**config.mk**
```make
export PLATFORM = sky130hd
export DESIGN_NAME = uart_tx
export DESIGN_NICKNAME = d
export VERILOG_FILES = /design/src/rtl/uart_pkg.sv /design/src/rtl/uart_tx_fifo.sv /design/src/rtl/uart_tx.sv
export SDC_FILE = /design/constraint.sdc
export NUM_CORES = 1
export LEC_CHECK = 0
export BUFFER_PORTS_ARGS = -buffer_cell sky130_fd_sc_hd__buf_2
export CORE_MARGIN = 1.5
export CORE_UTILIZATION = 34
export CTS_BUF_LIST = sky130_fd_sc_hd__clkbuf_4 sky130_fd_sc_hd__clkbuf_8
export DETAILED_ROUTE_END_ITERATION = 8
export PLACE_DENSITY_LB_ADDON = 0.08
export SYNTH_ARGS = -nofsm -noshare
export SYNTH_HDL_FRONTEND = slang
export SYNTH_SLANG_ARGS = --single-unit
```
**constraint.sdc**
```tcl
create_clock -name clk -period 2.85 [get_ports clk]
set_clock_uncertainty 0.05 [all_clocks]
set_input_delay 0.285 -clock clk [delete_from_list [all_inputs] [get_ports clk]]
set_output_delay 0.285 -clock clk [all_outputs]
set_load 0.01 [all_outputs]
```
**src/rtl/uart_pkg.sv**
```systemverilog
// Constants shared by the UART transmit and receive paths: FSM state
// encoding, data bits per frame and the idle line level.
package uart_pkg;

    typedef enum logic [2:0] {
        IDLE   = 3'd0,
        START  = 3'd1,
        DATA   = 3'd2,
        PARITY = 3'd3,
        STOP   = 3'd4
    } state_t;

    localparam int   DATA_BITS  = 8;
    localparam logic IDLE_LEVEL = 1'b1;

endpackage

```
**src/rtl/uart_tx_fifo.sv**
```systemverilog
// Byte FIFO in front of the transmitter; extra pointer MSB tells full from empty.
module uart_tx_fifo
    import uart_pkg::*;
#(
    parameter int DEPTH = 4
) (
    input  logic                 clk,
    input  logic                 rst,
    input  logic                 push,
    input  logic [DATA_BITS-1:0] wr_data,
    input  logic                 pop,
    output logic [DATA_BITS-1:0] rd_data,
    output logic                 full,
    output logic                 empty
);

    localparam int AW = $clog2(DEPTH);

    logic [DATA_BITS-1:0] mem [DEPTH];
    logic [AW:0]          wr_ptr;
    logic [AW:0]          rd_ptr;

    always_ff @(posedge clk) begin
        if (rst) begin
            wr_ptr <= '0;
            rd_ptr <= '0;
        end else begin
            if (push) wr_ptr <= wr_ptr + 1'b1;
            if (pop)  rd_ptr <= rd_ptr + 1'b1;
        end
    end

    // Storage carries no reset; the pointers alone define what is valid.
    always_ff @(posedge clk) begin
        if (push) mem[wr_ptr[AW-1:0]] <= wr_data;
    end

    assign rd_data = mem[rd_ptr[AW-1:0]];
    assign empty   = (wr_ptr == rd_ptr);
    assign full    = (wr_ptr[AW] != rd_ptr[AW]) && (wr_ptr[AW-1:0] == rd_ptr[AW-1:0]);

endmodule

```
**src/rtl/uart_tx.sv**
```systemverilog
// Buffered UART transmitter for the HC-05 RXD line, 8N1 by default.
// Define UART_TX_PARITY_EN to insert an even parity bit (8E1).
module uart_tx
    import uart_pkg::*;
#(
    parameter int CLK_FREQ   = 100_000_000,
    parameter int BAUD       = 9600,
    parameter int FIFO_DEPTH = 4
) (
    input  logic                 clk,
    input  logic                 rst,
    input  logic [DATA_BITS-1:0] data_in,
    input  logic                 data_valid,
    output logic                 data_ready,
    output logic                 tx,
    output logic                 busy
);

    localparam int CLKS_PER_BIT = CLK_FREQ / BAUD;
    localparam int BAUD_W       = (CLKS_PER_BIT > 1) ? $clog2(CLKS_PER_BIT) : 1;
    localparam logic [BAUD_W-1:0] BAUD_LAST = BAUD_W'(CLKS_PER_BIT - 1);
    localparam logic [2:0]        BIT_LAST  = 3'(DATA_BITS - 1);

    state_t               state;
    logic [BAUD_W-1:0]    baud_cnt;
    logic [2:0]           bit_cnt;
    logic [DATA_BITS-1:0] shift;
    logic [DATA_BITS-1:0] fifo_data;
    logic                 fifo_full;
    logic                 fifo_empty;
    logic                 push;
    logic                 pop;
    logic                 baud_done;
`ifdef UART_TX_PARITY_EN
    logic                 parity;
`endif

    assign baud_done  = (baud_cnt == BAUD_LAST);
    assign push       = data_valid && !fifo_full;
    assign pop        = !fifo_empty && ((state == IDLE) || (state == STOP && baud_done));
    assign data_ready = !fifo_full;
    assign busy       = (state != IDLE) || !fifo_empty;

    uart_tx_fifo #(
        .DEPTH(FIFO_DEPTH)
    ) u_fifo (
        .clk    (clk),
        .rst    (rst),
        .push   (push),
        .wr_data(data_in),
        .pop    (pop),
        .rd_data(fifo_data),
        .full   (fifo_full),
        .empty  (fifo_empty)
    );

    always_ff @(posedge clk) begin
        if (pop) begin
            shift <= fifo_data;
        end else if (state == DATA && baud_done) begin
            shift <= shift >> 1;
        end
    end

`ifdef UART_TX_PARITY_EN
    always_ff @(posedge clk) begin
        if (pop) parity <= ^fifo_data;
    end
`endif

    // tx is loaded with the level of the state being entered, so each bit
    // appears on the same edge as the transition that starts it.
    always_ff @(posedge clk) begin
        if (rst) begin
            state    <= IDLE;
            baud_cnt <= '0;
            bit_cnt  <= '0;
            tx       <= IDLE_LEVEL;
        end else begin
            if (state == IDLE || baud_done) baud_cnt <= '0;
            else                            baud_cnt <= baud_cnt + 1'b1;

            case (state)
                IDLE: begin
                    tx <= IDLE_LEVEL;
                    if (pop) begin
                        state <= START;
                        tx    <= 1'b0;
                    end
                end
                START: if (baud_done) begin
                    state   <= DATA;
                    tx      <= shift[0];
                    bit_cnt <= '0;
                end
                DATA: if (baud_done) begin
                    if (bit_cnt == BIT_LAST) begin
`ifdef UART_TX_PARITY_EN
                        state <= PARITY;
                        tx    <= parity;
`else
                        state <= STOP;
                        tx    <= 1'b1;
`endif
                    end else begin
                        bit_cnt <= bit_cnt + 1'b1;
                        tx      <= shift[1];
                    end
                end
`ifdef UART_TX_PARITY_EN
                PARITY: if (baud_done) begin
                    state <= STOP;
                    tx    <= 1'b1;
                end
`endif
                STOP: if (baud_done) begin
                    if (pop) begin
                        state <= START;
                        tx    <= 1'b0;
                    end else begin
                        state <= IDLE;
                        tx    <= IDLE_LEVEL;
                    end
                end
                default: begin
                    state <= IDLE;
                    tx    <= IDLE_LEVEL;
                end
            endcase
        end
    end

endmodule

```
### Word-level counts from Yosys, hierarchy flattened

Memory sizes are Yosys's and may differ from the RTL's. A register that Yosys moved wholly into a read port is not among the register bits.
Index checks and enable logic that the tools add are counted.

| storage, ports and cells | value |
|---|---|
| bits in registers | 35 |
| RAM bits | 32 |
| bits of input ports | 11 |
| output and inout port bits | 3 |
| word-level logic and storage cells | 67 |
| memories kept | 1 |

Memory list:

| name | words | width | rd ports | clocked after memory_dff | wr ports | RTL line | RTL |
|---|---|---|---|---|---|---|---|
| u_fifo.mem | 4 | 8 | 1 | 1 | 1 | uart_tx_fifo.sv:19 | `logic [DATA_BITS-1:0] mem [DEPTH];` |

| operators by class | value |
|---|---|
| $add $sub $neg | 4 |
| equal/unequal tests | 14 |
| muxes and demuxes | 23 |
| reduce and logical (&&, ||, !) cells | 18 |

Operator list:

| operator | count |
|---|---|
| $mux W3 | 8 |
| $mux W8 | 2 |
| $add A14 B1 Y14 const B | 1 |
| $eq A14 B14 Y1 const B | 1 |
| $pmux W3 S4 | 1 |
| $ne A2 B2 Y1 const B | 5 |
| $add A3 B1 Y3 const B | 3 |
| $mux W1 | 8 |
| $eq A3 B3 Y1 const B | 2 |
| $pmux W3 S2 | 1 |
| $logic_and A1 B1 Y1 | 5 |
| $reduce_and A5 Y1 | 1 |
| $mux W2 | 2 |
| $pmux W1 S4 | 1 |
| $reduce_and A4 Y1 | 1 |
| $reduce_bool A2 Y1 | 2 |
| $eq A3 B1 Y1 const B | 1 |
| $eq A3 B2 Y1 const B | 1 |
| $eq A3 B3 Y1 | 1 |
| $logic_not A3 Y1 | 1 |
| $logic_or A1 B1 Y1 | 3 |
| $reduce_and A3 Y1 | 1 |
| $reduce_bool A3 Y1 | 1 |
| $eq A2 B2 Y1 | 1 |
| 4 further kinds | 5 |

### Depth between registers and ports, before layout

Gate-level depths: netlist of run 1.

| logic depth | value |
|---|---|
| depth after elaboration | 7 |
| mapped depth | 7 |

### By module

Synthesis of run 1 repeated with hierarchy kept, for this count alone.

| unflattened totals | value |
|---|---|
| cell total of the unflattened synthesis | 225 |
| area, all modules | 3011.6 sq um |

By module, submodules not included:

| module | times used | cells an instance | area each (sq um) |
|---|---|---|---|
| uart_tx_fifo | 1 | 82 | 1557.7 |
| uart_tx | 1 | 143 | 1453.9 |

### Worst setup path after synthesis of run 1

No wires, ideal clock.

| timing path | value |
|---|---|
| path kind | register to register |
| from | register baud_cnt[0] |
| to | register shift[0] (enable) |
| arrival | 1.986 ns |
| setup slack | 0.427 ns |
| cell stages (with the launch flop) | 7 |
| path buffers | 1 |
| clock period less this slack | 2.423 ns |
| cells stage by stage | dfxtp_1 > ha_1 > and4_1 > buf_4 > nand4_4 > mux2_2 > o31ai_1 |

| between the ends | value |
|---|---|
| word-level cells in the longest chain between the ends | 5 |

RTL lines:

| element | RTL line | RTL |
|---|---|---|
| start, declared | uart_tx.sv:25 | `logic [BAUD_W-1:0] baud_cnt;` |
| start signal, assigned | uart_tx.sv:81 | `else baud_cnt <= baud_cnt + 1'b1;` |
| $eq A14 B14 Y1 * | uart_tx.sv:38 | `assign baud_done = (baud_cnt == BAUD_LAST);` |
| $logic_and A1 B1 Y1 | uart_tx.sv:40 | `assign pop = !fifo_empty && ((state == IDLE) \|\| (state == STOP && baud_done));` |
| $logic_or A1 B1 Y1 | uart_tx.sv:40 |  |
| $logic_and A1 B1 Y1 | uart_tx.sv:40 |  |
| $reduce_bool A2 Y1 (no line) * | -- |  |
| end signal, assigned | uart_tx.sv:59 | `shift <= fifo_data;` |
| end signal, assigned | uart_tx.sv:61 | `shift <= shift >> 1;` |
| end, declared | uart_tx.sv:27 | `logic [DATA_BITS-1:0] shift;` |

Mark *: on every way between the ends. The rest lies on a longest branch, timed or not.
A chain may end at the register's enable or synchronous reset.

### Worst setup path in the final report of run 1

| timing path | value |
|---|---|
| from | register baud_cnt[0] |
| to | register shift[3] (data pin) |

| between the ends | value |
|---|---|
| word-level cells in the longest chain between the ends | 5 |

RTL lines:

| element | RTL line | RTL |
|---|---|---|
| $eq A14 B14 Y1 | uart_tx.sv:38 |  |
| $logic_and A1 B1 Y1 | uart_tx.sv:40 |  |
| $logic_or A1 B1 Y1 | uart_tx.sv:40 |  |
| $logic_and A1 B1 Y1 | uart_tx.sv:40 |  |
| $mux W8 | uart_tx.sv:58 | `if (pop) begin` |

No other way between the ends.

==> results.toml, run 1 <==
[die]
core_um2 = 8760
placementRows = 34
start_util_pct = 35.1
die_w_um = 98.1
die_h_um = 98.1
die_area_um2 = 9620
ioPinCount = 14

[global_route]
grt_pass1_wl_mm = 9.00
antenna_found_initial = 0
grt_pass1_vias = 1758
grt_start_max_net_pins = 19
overflow = 0
grt.total_usage_pct = 12.2

[timing]
final.min_clock_period_ps = 2450
finalSetupViolCount = 0
hold_viol_final = 0
tightest_slew_ps = 588
slew_violations = 0
timing.fmax_ghz = 0.408
setup_slack_ps = 396
min_period_over_period_pct = 86.1
hold_ws_ps = 118
rsz0062_at_grt = "no"
fin_setup_tns_ps = 0
max_slew_margin_pct = 60.8

[synthesis]
syn-num-nets = 251
synth_cells = 232
synthTopCellsByCount = "40 x edfxtp_1, 29 x dfxtp_1, 20 x nor2_1"
synth_top_area_share_pct = 39.1
ys_top_cells_by_area = "edfxtp_1 39%, dfxtp_1 19%, mux4_2 5.9%"
synth.distinct_cells = 48
ys_async_sr_fraction_pct = 0
synth_warnings = 0
synth_area_leader_cell = "edfxtp_1"
ys_seq_area_share_pct = 57.9
ys_ff_latch = 69
synth.avg_cell_area_um2 = 13.3
synth.most_common_cell = "edfxtp_1"
ys.flop_type = "edfxtp_1"
synth-edff-count = 40
syn_area_um2 = 3080

[min_path]
holdPathStages = 1
hp-start = "data_in[5]"
hold_class = "primary input to flop"

[drt]
vias_per_cell = 4.88
num_vias = 1753
drc = 0
drtAntennaViolNets = 0
dr.pass1.iters = 4
dr.first_iter.drc_count = 76
wl_per_cell_um = 15.0
routed_wl_mm = 5.38

[place]
place_congestion = 0.697
preCtsSetupSlack_ps = 428
place_area_um2 = 3240
numPortBuffers = 13
dp_hpwl_mm = 3.54

[run]
drv_cap = 0

[pwr]
power_density_nw_per_um2 = 856
vdd.ir_drop.worst_mv = 0.346
leakage_nw = 1.21
finalPower_mw = 2.98

[finish]
drive_above_1_share_pct = 22.7
antenna_cells = 0
final_nets = 266
fillers = 825
finalInstanceArea_um2 = 3480
area_delta_synth_final_pct = 13.1

[clock_tree]
clock_sinks = 69
htree_levels = 3
cts_resized = 0
clockRootBuffer = "clkbuf_8"
clk_pin_slew_ps = 80
cts.path.max_buffers = 2
cts_setup_buffers = 0
worst_skew_pair.late_latency_ps = 330
cts_hold_buffers = 0
cts_tree = "done"
cts_buffers = 9

[setup_path]
reg2regPathDepth = 6
cp_top_family = "simple AND/OR/NAND/NOR gates"
r2r_start = "baud_cnt[0]"
crit_chain = "ha_1, and4_1, nand4_4, a2111oi_4, buf_4, mux2_4"
worst-path-buf-inv = 1
cp.depth = 6
cp_slowest_cell = "a2111oi_4"
cp_max_fo = 11
crit_arrival_ps = 2490
cp.required_ps = 2880
worst-setup-path-type = "flop to flop"
start_kind = "flop"
max_stage_delay_ps = 380
worstSetupEndpointType = "flop"
startpoint = "baud_cnt[0]"

[run_status]
status = "finished, final reports clean"
==> layout make-up <==
cell class,count,area [µm²],area share (%)
clock buffer,9,124,3.56
clock inverter,6,111,3.20
inverter,4,15.0,0.432
multi-input combinational,147,1220,35.2
sequential,69,1780,51.2
tap,108,135,3.89
timing repair buffer,16,87.6,2.52
==> power by group <==
group	leakage [nW]	internal [mW]	switching [mW]	total (mW)
logic	0.489	0.385	0.292	0.676
clock network	0.116	0.578	0.371	0.949
registers	0.605	1.23	0.120	1.35
total	1.21	2.19	0.783	2.98
==> state kept, by name, indices dropped and copies added (netlist names), named ones only <==
signal         cells
baud_cnt          14
bit_cnt            3
shift              8
state              3
tx                 1
u_fifo.mem        32
u_fifo.rd_ptr      3
u_fifo.wr_ptr      3
==> layout by cell type (no fill, tap or decap), types with 2 or more instances in the layout <==
cell type  count
a211oi_1       3
buf_2         13
a21oi_1        6
nand4_1        4
mux2i_1        2
ha_1           8
and4_1         4
nor3b_2        2
inv_1          4
nor3b_1        2
or3_1          6
mux2_4         8
nor2_1        20
nand3_1        6
bufinv_16      3
xnor2_1        3
o21ai_0        8
nand2_1        9
xor2_1        11
nand2b_1       3
and2_1         6
edfxtp_1      40
mux2_2         3
clkbuf_8       9
dfxtp_1       29
nor2b_1        4
mux4_2         8
buf_4          3
and3_1         2
==> kinds of logic (layout without fill, tap and decap cells) <==
logic type      after synthesis  after routing  synth area share (%)
fa+ha+maj                     8              8                  3.25
flops                        69             69                  57.9
mux                          21             21                  11.5
buf+inv                      16             35                  2.32
xor+xnor                     14             14                  3.99
simple gates                 79             79                  15.2
compound gates               25             25                  5.78
==> final timing paths <==
kind	end	slack, ps
hold / removal	u_fifo.mem[0][5]	120
setup / recovery	shift[3]	400
setup reg to reg	shift[3]	400
hold reg to reg	baud_cnt[0]	410
==> through the flow <==
| stage | std cells | utilization, % |
|---|---|---|
| 2_1_floorplan | 232 | - |
| 3_3_place_gp | 344 | 37.0 |
| 3_5_place_dp | 344 | 37.0 |
| 4_1_cts | 359 | 39.7 |
| 5_1_grt | 359 | 39.7 |
| 6_report | 359 | 39.7 |
==> routing by layer <==
metal	track usage (%)	wire (µm)	vias up
met1	17.2	2810	847
li1	-	-	885
met4	5.60	78	0
met3	3.58	107	6
met2	17.3	2380	15
met5	0	0	-
No activity file was read; power rests on OpenSTA's default activity.
==> inputs of run 2 (changes only) <==
ABC_AREA = 1   (was not set)
==> results.toml, run 2 <==
[setup_path]
start_kind = "flop"
r2r-end = "shift[0]"
r2r_slack_ps = 600
r2r_start = "baud_cnt[0]"
worst-setup-path-type = "flop to flop"
crit_chain = "ha_1, nand3_2, nor2_2, nand2_2, nand2_4, nand2_2, o21ai_1"
reg2regPathDepth = 7
max_stage_delay_ps = 460
cp.required_ps = 2780
worstSetupEndpointType = "flop"
path_common_cell = "nand2_2"
cp_max_fo = 13
cp_slowest_cell = "o21ai_1"
crit_arrival_ps = 2180
startpoint = "baud_cnt[0]"
crit_end = "shift[0]"

[pwr]
finalPower_mw = 2.71
vdd.ir_drop.worst_mv = 0.318
power_density_nw_per_um2 = 786
leakage_nw = 1.29

[clock_tree]
cts_setup_buffers = 0
cts_buffers = 9
worst_skew_pair.late_latency_ps = 350
clock_sinks = 69
clockRootBuffer = "clkbuf_8"
clk_pin_slew_ps = 80
htree_levels = 3
cts_hold_buffers = 0
cts_resized = 0
cts.path.max_buffers = 2
cts_tree = "done"

[synthesis]
ys_ff_latch = 69
synth.distinct_cells = 29
synth.avg_cell_area_um2 = 9.26
synth.most_common_cell = "nand2_1"
syn_area_um2 = 3080
synthTopCellsByCount = "66 x nand2_1, 41 x nor2_1, 40 x edfxtp_1"
synth-edff-count = 40
synth_area_leader_cell = "edfxtp_1"
synth_cells = 333
ys_seq_area_share_pct = 57.8
ys_async_sr_fraction_pct = 0
synth_top_area_share_pct = 39.0
ys_top_cells_by_area = "edfxtp_1 39%, dfxtp_1 19%, nand2_1 8.0%"
ys.flop_type = "edfxtp_1"
syn-num-nets = 352
synth_warnings = 0

[timing]
fin_setup_tns_ps = 0
hold_ws_ps = 88.9
finalSetupViolCount = 0
setup_slack_ps = 600
max_slew_margin_pct = 52.5
tightest_slew_ps = 708
slew_violations = 0
hold_viol_final = 0
min_period_over_period_pct = 78.9
final.min_clock_period_ps = 2250
rsz0062_at_grt = "no"
timing.fmax_ghz = 0.444

[global_route]
antenna_found_initial = 0
grt_pass1_wl_mm = 10.3
grt_start_max_net_pins = 17
grt.total_usage_pct = 13.8
overflow = 0
grt_pass1_vias = 2156

[finish]
antenna_cells = 0
largest_register_ffs = 32
area_delta_synth_final_pct = 11.9
finalInstanceArea_um2 = 3450
stdcell_count = 468
utilization_pct = 39.4
layout_common_cells = "66 x nand2_1, 41 x nor2_1, 40 x edfxtp_1"
layout_commonest_cell = "nand2_1"
drive_above_1_share_pct = 14.2
final_nets = 374

[drt]
routed_wl_mm = 6.03
num_vias = 2160
drc = 0
vias_per_cell = 4.62
wl_per_cell_um = 12.9
drtAntennaViolNets = 0
dr.first_iter.drc_count = 96
dr.pass1.iters = 6

[place]
dp_hpwl_mm = 4.26
place_area_um2 = 3270
place_congestion = 0.781
dp.cells = 452
numPortBuffers = 13
preCtsSetupSlack_ps = 564

[run]
drv_cap = 0

[die]
ioPinCount = 14
core_um2 = 8760
die_h_um = 98.2
die_area_um2 = 9650
die_w_um = 98.2
placementRows = 34
start_util_pct = 35.2

[run_status]
status = "finished, final reports clean"

[min_path]
hold_class = "primary input to flop"
[run 2: worst min path at each step]
stage	startpoint	to	slack (ps)	depth (start not counted)
2_1_floorplan	data_in[0]	u_fifo.mem[0][0]	330	0
3_3_place_gp	bit_cnt[1]	bit_cnt[1]	410	2
3_5_place_dp	bit_cnt[1]	bit_cnt[1]	420	2
4_1_cts	data_in[3]	u_fifo.mem[2][3]	70	1
5_1_grt	data_in[4]	u_fifo.mem[3][4]	80	1
6_report	data_in[4]	u_fifo.mem[3][4]	90	1
[run 2: kinds of logic (layout without fill, tap and decap cells)]
| group | after synthesis | after routing | share of synthesized area [%] |
|---|---|---|---|
| AOI/OAI and AO/OA | 59 | 59 | 10.4 |
| and+or+nand+nor | 147 | 147 | 21.1 |
| xor gates and xnor gates | 4 | 4 | 1.14 |
| buffers and inverters | 46 | 73 | 6.37 |
| adders and majority gates | 8 | 8 | 3.25 |
| DFF | 69 | 69 | 57.8 |
[run 2: final cells by class]
type | count | area [µm²]
clock buffers | 9 | 124
repair buffers | 18 | 103
clock inverters | 7 | 55.1
inverters | 39 | 146
flip-flops and latches | 69 | 1780
multi-input cells | 218 | 1100
fillers | 896 | 5310
well taps | 108 | 135
[run 2: critical path, delay by kind of cell (launching register included)]
kind | cells | cell delay [ps]
and+or+nand+nor | 5 | 760
adders and majority gates | 1 | 220
DFF | 1 | 390
AOI/OAI and AO/OA | 1 | 460
[run 2: power by group]
part,switching [mW],leakage [nW],internal [mW]
registers,0.0661,0.605,1.23
clock network,0.411,0.0891,0.328
logic,0.464,0.599,0.215
[run 2: routing by layer]
metal / GRT usage, % / vias to the layer above / routed length [µm]
li1: - / 1153 / -
met1: 16.7 / 971 / 2760
met2: 23.2 / 22 / 2950
met3: 3.87 / 14 / 191
met4: 5.53 / 0 / 125
met5: 0 / - / 0
